==> src/rtl/onchip_mem_arb_pkg.sv <==
// Shared types and constants for the on-chip memory arbiter.
package onchip_mem_arb_pkg;

    // Master identifier: one bit selects between the two masters.
    typedef logic master_id_t;

    localparam master_id_t M0 = 1'b0;
    localparam master_id_t M1 = 1'b1;

    // Read-return tag carried alongside each access through the memory pipeline.
    typedef struct packed {
        logic       valid;
        master_id_t id;
    } tag_t;

    localparam tag_t TAG_NONE = '{valid: 1'b0, id: M0};

    // Supported memory read latency, in enabled clocks.
    localparam int MEM_LATENCY_MIN = 1;
    localparam int MEM_LATENCY_MAX = 4;

    function automatic bit mem_latency_legal(input int lat);
        return (lat >= MEM_LATENCY_MIN) && (lat <= MEM_LATENCY_MAX);
    endfunction

endpackage

==> src/rtl/rr_arb2.sv <==
// Two-requester round-robin arbiter with a grant lock for back-to-back bursts.
module rr_arb2
    import onchip_mem_arb_pkg::*;
(
    input  logic       clk,
    input  logic       reset,
    input  logic [1:0] req_i,
    input  logic [1:0] lock_i,
    input  logic       advance_i,
    input  logic       enable_i,
    output logic [1:0] grant_o,
    output master_id_t winner_o
);

    master_id_t last_winner_q, last_winner_d;
    logic       lock_valid_q,  lock_valid_d;
    master_id_t lock_owner_q,  lock_owner_d;

    // Pick the winner: a requesting lock owner first, then a lone requester, then round-robin.
    always_comb begin
        // NOTE: every output gets a default before any branch, so no path leaves it unassigned and no latch is inferred.
        winner_o = M0;
        grant_o  = 2'b00;
        if (lock_valid_q && req_i[lock_owner_q]) begin
            winner_o = lock_owner_q;
        end else if (req_i == 2'b10) begin
            winner_o = M1;
        end else if (req_i == 2'b11) begin
            winner_o = ~last_winner_q;
        end
        if (req_i != 2'b00) begin
            grant_o[winner_o] = 1'b1;
        end
    end

    // Next state: remember the winner on issue; drop the lock once its owner goes idle.
    always_comb begin
        last_winner_d = last_winner_q;
        lock_valid_d  = lock_valid_q;
        lock_owner_d  = lock_owner_q;
        if (advance_i) begin
            last_winner_d = winner_o;
            lock_valid_d  = lock_i[winner_o];
            lock_owner_d  = winner_o;
        end else if (enable_i && lock_valid_q && !req_i[lock_owner_q]) begin
            lock_valid_d  = 1'b0;
        end
    end

    // Arbitration state register; reset favours m0 on the first tie.
    always_ff @(posedge clk) begin
        // NOTE: state registers use non-blocking assignments so every flop samples pre-edge values.
        if (reset) begin
            last_winner_q <= M1;
            lock_valid_q  <= 1'b0;
            lock_owner_q  <= M0;
        end else begin
            last_winner_q <= last_winner_d;
            lock_valid_q  <= lock_valid_d;
            lock_owner_q  <= lock_owner_d;
        end
    end

endmodule

==> src/rtl/onchip_mem_arbiter.sv <==
// Shares a single-port on-chip memory between two Avalon-MM masters and
// routes fixed-latency read data back to the master that issued the read.
module onchip_mem_arbiter
    import onchip_mem_arb_pkg::*;
#(
    parameter int ADDR_W      = 13,
    parameter int DATA_W      = 32,
    parameter int BE_W        = DATA_W / 8,
    parameter int MEM_LATENCY = 1
) (
    input  logic              clk,
    input  logic              reset,
    input  logic              reset_req,
    input  logic [ADDR_W-1:0] m0_address,
    input  logic [BE_W-1:0]   m0_byteenable,
    input  logic              m0_read,
    input  logic              m0_write,
    input  logic [DATA_W-1:0] m0_writedata,
    input  logic              m0_lock,
    output logic              m0_waitrequest,
    output logic [DATA_W-1:0] m0_readdata,
    output logic              m0_readdatavalid,
    input  logic [ADDR_W-1:0] m1_address,
    input  logic [BE_W-1:0]   m1_byteenable,
    input  logic              m1_read,
    input  logic              m1_write,
    input  logic [DATA_W-1:0] m1_writedata,
    input  logic              m1_lock,
    output logic              m1_waitrequest,
    output logic [DATA_W-1:0] m1_readdata,
    output logic              m1_readdatavalid,
    output logic [ADDR_W-1:0] mem_address,
    output logic [BE_W-1:0]   mem_byteenable,
    output logic              mem_chipselect,
    output logic              mem_write,
    output logic [DATA_W-1:0] mem_writedata,
    output logic              mem_clken,
    input  logic [DATA_W-1:0] mem_readdata
);

    localparam bit LATENCY_OK = mem_latency_legal(MEM_LATENCY);

    generate
        if (!LATENCY_OK) begin : g_bad_latency
            $error("onchip_mem_arbiter: MEM_LATENCY must lie in 1..4");
        end
    endgenerate

    logic [1:0] req;
    logic [1:0] lock;
    logic [1:0] grant;
    master_id_t winner;
    logic       issue;
    logic       sel_m1;
    logic       win_read;
    logic       win_write;
    logic       ret_en;
    tag_t       stage0_d;
    tag_t       tag_out;
    tag_t       tag_q [MEM_LATENCY];

    assign req  = {m1_read | m1_write, m0_read | m0_write};
    assign lock = {m1_lock, m0_lock};

    rr_arb2 u_arb (
        .clk       (clk),
        .reset     (reset),
        .req_i     (req),
        .lock_i    (lock),
        .advance_i (issue),
        .enable_i  (mem_clken),
        .grant_o   (grant),
        .winner_o  (winner)
    );

    // The memory is frozen while a reset request is pending; nothing issues during reset.
    assign mem_clken = ~reset_req;
    assign issue     = (|grant) & mem_clken & ~reset;
    assign sel_m1    = issue & (winner == M1);

    // Route the winning master's access to the memory port (m0 when idle).
    always_comb begin
        mem_address    = m0_address;
        mem_byteenable = m0_byteenable;
        mem_writedata  = m0_writedata;
        win_read       = m0_read;
        win_write      = m0_write;
        if (sel_m1) begin
            mem_address    = m1_address;
            mem_byteenable = m1_byteenable;
            mem_writedata  = m1_writedata;
            win_read       = m1_read;
            win_write      = m1_write;
        end
    end

    assign mem_chipselect = issue;
    assign mem_write      = issue & win_write;

    assign m0_waitrequest = req[0] & ~(issue & (winner == M0));
    assign m1_waitrequest = req[1] & ~sel_m1;

    // A read with write also high is illegal: the write wins and no tag is launched.
    assign stage0_d = '{valid: issue & win_read & ~win_write, id: winner};

    // Tag pipeline mirrors the memory read latency and stalls with the memory clock enable.
    always_ff @(posedge clk) begin
        // NOTE: the tag stages are reset (unlike a data RAM) because a stale valid would fake a read return.
        if (reset) begin
            for (int i = 0; i < MEM_LATENCY; i++) begin
                tag_q[i] <= TAG_NONE;
            end
        end else if (mem_clken) begin
            tag_q[0] <= stage0_d;
            for (int i = 1; i < MEM_LATENCY; i++) begin
                tag_q[i] <= tag_q[i-1];
            end
        end
    end

    // Returns are shown only on enabled cycles so each lasts exactly one clock.
    assign tag_out          = tag_q[MEM_LATENCY-1];
    assign ret_en           = tag_out.valid & mem_clken & ~reset;
    assign m0_readdatavalid = ret_en & (tag_out.id == M0);
    assign m1_readdatavalid = ret_en & (tag_out.id == M1);
    assign m0_readdata      = mem_readdata;
    assign m1_readdata      = mem_readdata;

    a_m0_rw_exclusive: assert property (@(posedge clk) disable iff (reset) !(m0_read && m0_write));
    a_m1_rw_exclusive: assert property (@(posedge clk) disable iff (reset) !(m1_read && m1_write));
    a_rdv_onehot:      assert property (@(posedge clk) !(m0_readdatavalid && m1_readdatavalid));

endmodule

==> config.mk <==
export PLATFORM = sky130hd
export DESIGN_NAME = onchip_mem_arbiter
export DESIGN_NICKNAME = d
export VERILOG_FILES = /design/src/rtl/onchip_mem_arb_pkg.sv /design/src/rtl/rr_arb2.sv /design/src/rtl/onchip_mem_arbiter.sv
export SDC_FILE = /design/constraint.sdc
export NUM_CORES = 1
export LEC_CHECK = 0
export ABC_AREA = 1
export CORE_AREA = 2 2 101 103
export CTS_CLUSTER_SIZE = 28
export DETAILED_ROUTE_END_ITERATION = 10
export DIE_AREA = 0 0 103 105
export PLACE_DENSITY = 0.73
export RECOVER_POWER = 100
export REMOVE_ABC_BUFFERS = 1
export SLEW_MARGIN = 20
export SYNTH_ARGS = -nofsm -noshare
export SYNTH_HDL_FRONTEND = slang
export SYNTH_HIERARCHICAL = 1
export SYNTH_SLANG_ARGS = --single-unit
==> constraint.sdc <==
create_clock -name clk -period 2 [get_ports clk]
set_input_delay 0.2 -clock clk [delete_from_list [all_inputs] [get_ports clk]]
set_output_delay 0.2 -clock clk [all_outputs]
set_load 0.005 [all_outputs]
======== Word level (Yosys, flattened, before mapping) ========
Memories as Yosys holds them, arrays and structs flattened.
Index checks and enable logic that the tools add are counted.
storage, ports and cells
  register bits after elaboration ......... 3
  RAM bits ................................ 2
  input bits .............................. 139
  output and inout port bits .............. 120
  word-level logic and storage cells ...... 65
  memories kept ........................... 1
memories
  memory  depth  bits a word  rd ports  clocked after memory_dff  write ports  line                      source
  tag_q   1      2            1         0                         1            onchip_mem_arbiter.sv:60  tag_t tag_q [MEM_LATENCY];
cells by class
  magnitude comparators ................... 3
  eq/ne operators ......................... 2
  muxes and demuxes ....................... 24
  bitwise operators ....................... 23
  reduce and logical (&&, ||, !) cells .... 9
operators with widths
  cell                  count
  $mux W32              1
  $mux W1               18
  $and A1 B1 Y1         13
  $mux W13              1
  $not A1 Y1            8
  $eq A2 B2 Y1 const B  2
  $logic_and A1 B1 Y1   4
  $lt A1 B2 Y1 const B  2
  $mux W2               2
  $mux W4               1
  $reduce_bool A2 Y1    2
  $reduce_or A2 Y1      2
  $or A1 B1 Y1          2
  $demux W1 S1          1
  $ge A1 B1 Y1 const B  1
  $logic_not A1 Y1      1

======== Depth between registers and ports, before layout ========
  depth in word-level cells ............... 18
  depth in mapped cells ................... 16
  mapped depth without buffers ............ 16

======== Modules after synthesis ========
The synthesis kept the hierarchy.
modules (own cells, without submodules)
  module              instances  cells an instance  area each (um^2)  seq. area each (um^2)
  onchip_mem_arbiter  1          260                1425.1            60.1
  rr_arb2             1          28                 188.9             60.1

======== Worst setup path before layout ========
No wires, ideal clock.
  kind .................................... input -> register
  start point ............................. input port m0_write
  end point ............................... register u_arb.lock_valid_q
  library setup time ...................... 0.109 ns
  arrival ................................. 1.684 ns
  data required time ...................... 1.891 ns
  setup slack ............................. 0.208 ns
  stages .................................. 15
  buffers on the path ..................... 0
  cells stage by stage .................... or2_2 -> a21oi_2 -> nand2_2 -> nand2_2 -> a21oi_1 -> inv_1 -> nand2_1 -> nand2_1 -> inv_1 -> inv_1 -> nand2_1 -> a21oi_1 -> nor2_1 -> nand2_1 -> inv_1
RTL lines
  element                 line                      source
  start: declaration      onchip_mem_arbiter.sv:17  input logic m0_write,
  end signal: assignment  rr_arb2.sv:59             lock_valid_q <= lock_valid_d;
  end: declaration        rr_arb2.sv:16             logic lock_valid_q, lock_valid_d;

==> impl_metrics.yaml <==
sta:
  clock.fmax_mhz: 473.3
  min_period_ns: 2.113
  period_share: 1.056
  worst_slew_pin_slew_ns: 0.2920
  hold-worst-slack_ns: 0.4000
  setup_slack_ns: -0.1130
  setup_viol: 41
  final_hold_viol_count: 0
  fin_skew_ns: 0.002302
  slew_headroom: 0.8054
  rsz0062_at_grt: "true"
  drv_slew: 0
finish:
  diodes: 0
  postLayoutCellArea_um2: 4058
  regArea_um2: 123.9
  areaGrowthSynthToFinish_pct: 151.4
  nets: 585
  drive_gt1_frac: 0.5371
  multi_input_area_um2: 1300
  fillers: 954
  instances_no_fill: 578
grt:
  antenna_found_initial: 0
  grt_use_total: 0.1946
  globalRouteOverflowTotal: 0
  grt_max_degree: 13
  grt_pass1_vias: 2615
  grt_pass1_wl_um: 15280
yosys:
  synth-seq-cells: 5
  synth_top_cell_area_share: 0.2977
  synth_seq_area_share: 0.07442
  synthCells: 288
  synth_largest_area_cell: "buf_4"
  ys_top_cells_by_area: "buf_4 (30%), nand2_1 (26%), nand3_1 (16%)"
  syn-cell-area_um2: 1614
  ys_types: 20
  avgSynthCellArea_um2: 5.604
  yosys_warnings: 6
floorplanning:
  dieArea_um2: 10820
  dieHeight_um: 105
  num_rows: 36
  initial_core_util: 0.1674
  core_um2: 9639
  die_w_um: 103
  ios: 259
place:
  dp_hpwl_um: 8216
  globalplace.congestion: 0.8388
  post_dp_cell_area_um2: 3045
  numPlacedInstances: 528
  numPortBuffers: 162
drt:
  wl_um: 11870
  drtAntennaViolNets: 0
  dr.pass1.iters: 4
  drc: 0
  wl_per_cell_um: 20.53
  vias_per_cell: 4.465
  first_iter_violations: 116
  vias: 2581
setup_path:
  rr_worst_depth: 17
  worst-path-max-fanout: 3
  reg2reg_slack_ns: 0.14
  critPathTopFamily: "buffers and inverters"
  arrival_ns: 1.91
  startpoint_type: "flip-flop"
  crit_type: "reg2out"
  path_buf_inv: 7
  worst-path-stages: 15
  worst_setup_path_end_kind: "output pin"
  max_stage_delay_ns: 0.33
  cp_cell_sequence: "inv_2 -> nand3_2 -> nand2_4 -> nand2_4 -> a21oi_2 -> inv_1 -> nand2_2 -> nand3_4 -> buf_12 -> buf_6 -> buf_12 -> buf_6 -> nand2_2 -> nand2_1 -> buf_2"
  r2r_end: "u_arb/lock_valid_q"
  crit_slowest_cell: "dfxtp_2"
  crit_required_ns: 1.80
  r2r_start: "u_arb/last_winner_q"
clock_network:
  cts_buffers: 3
  tritoncts: "yes"
  cts_buffer_depth: 2
  cts.sinks: 5
  clk_latency_ns: 0.22
  clk_pin_slew_worst_paths_ns: 0.04
  holdBufCountCts: 0
  h-tree-depth: 1
  cts-root-buf: "clkbuf_8"
power_and_ir_drop:
  p_per_area_nw_per_um2: 324.6
  irDropWorstVdd_mv: 0.1469
  switching_power_uw: 460.6
  p_clk_frac: 0.145
  pwr-share-seq: 0.092
  p_sw_frac: 0.3497
  finalPower_uw: 1317
  pwr-share-comb: 0.763
  p_leak_uw: 0.001878
  p_int_uw: 856.5
min_path:
  hold_path.class: "in2out"
  hold-path-endpoint: "m1_readdata[11]"
  hp-start: "mem_readdata[11]"
  hold_path_depth: 0
status:
  status: "complete, but fails checks"
  violations: "setup timing"
flow_run:
  maxCapViolCount: 0
[cells by family (layout without fill, tap and decap cells)]
family                 after synthesis  in the layout  synth area share
flip-flops                           5              5           0.07442
AO/OA/AOI/OAI                        7              7           0.02636
AND/OR/NAND/NOR                    181            181            0.4969
buffers and inverters               95            252            0.4023
[state kept, by name, indices dropped and copies added (netlist names)]
signal               flops
tag_q                    2
u_arb/last_winner_q      1
u_arb/lock_owner_q       1
u_arb/lock_valid_q       1
[per-stage QoR]
| step | TNS, ns | worst slack [ns] | utilization |
|---|---|---|---|
| after floorplan | -63.94 | -1.302 | - |
| after global placement | -35.68 | -0.7463 | 0.3159 |
| after detailed placement | -38.46 | -0.7873 | 0.3159 |
| after CTS | -1.306 | -0.09607 | 0.3967 |
| after global routing | -6.532 | -0.2149 | 0.4210 |
| final | -2.149 | -0.1130 | 0.4210 |
[synth_stat cells, drive strengths merged]
| master | n |
|---|---|
| o21ai | 2 |
| nor3 | 1 |
| edfxtp | 2 |
| inv | 16 |
| nand3 | 54 |
| a21oi | 5 |
| clkbuf | 1 |
| or2 | 3 |
| dfxtp | 3 |
| buf | 78 |
| nor2 | 5 |
| nand2 | 115 |
| nand4 | 3 |
[layout make-up]
class	count	share of cell area
timing repair buffer	232	0.5806
multi-input combinational	188	0.3204
tap	133	0.04101
sequential	5	0.03053
inverter	16	0.01603
clock buffer	3	0.01018
clock inverter	1	0.001233
[worst max-delay path by stage]
| stage | startpoint | to |
|---|---|---|
| final | u_arb/lock_owner_q | mem_byteenable[3] |
| after global routing | u_arb/lock_owner_q | mem_address[12] |
| after CTS | u_arb/lock_owner_q | mem_address[12] |
| after detailed placement | m1_write | mem_writedata[4] |
| after global placement | m1_write | mem_writedata[4] |
| after floorplan | m1_write | tag_q[0][1] |
[layer usage]
metal | GRT usage | share of wire | vias to the layer above
li1 | - | - | 1166
met1 | 0.1973 | 0.34 | 1181
met2 | 0.3015 | 0.45 | 217
met3 | 0.1605 | 0.19 | 15
met4 | 0.03665 | 0.012 | 2
met5 | 0.1026 | 0.0048 | -
[cells in the final DEF (no fill, tap or decap), types with 2 or more instances in the layout]
cell / synthesis / layout
clkdlybuf4s50_1: 0 / 102
nand2_1: 111 / 54
nand2_2: 4 / 40
buf_2: 9 / 40
buf_4: 64 / 30
nand3_2: 2 / 29
buf_6: 5 / 29
nand3_1: 52 / 22
nand2_4: 0 / 21
inv_1: 15 / 12
buf_12: 0 / 12
buf_16: 0 / 7
buf_8: 0 / 5
nand3_4: 0 / 3
nand4_1: 3 / 3
nor2_1: 4 / 3
clkbuf_8: 0 / 3
dfxtp_2: 0 / 3
nor2_4: 1 / 2
inv_4: 0 / 2
or2_4: 0 / 2
inv_2: 1 / 2
edfxtp_1: 2 / 2
a21oi_2: 2 / 2
a21oi_1: 3 / 2
[power by group through the flow]
stage / Clock (µW) / Sequential [µW] / Combinational (µW)
after floorplan: 0 / 119 / 180
after global placement: 0 / 120 / 685
after detailed placement: 0 / 120 / 693
after CTS: 191 / 121 / 917
after global routing: 196 / 122 / 1070
final: 190 / 122 / 1010
[what timing repair did]
item / 4_1_cts / 5_1_grt
resized for setup: 349 / 65
gates cloned: 11 / 1
pin swaps: 46 / 27
endpoints found under the setup margin: 54 / 53
setup buffers: 30 / 10
Note: power is estimated with default switching activity, not from simulation.
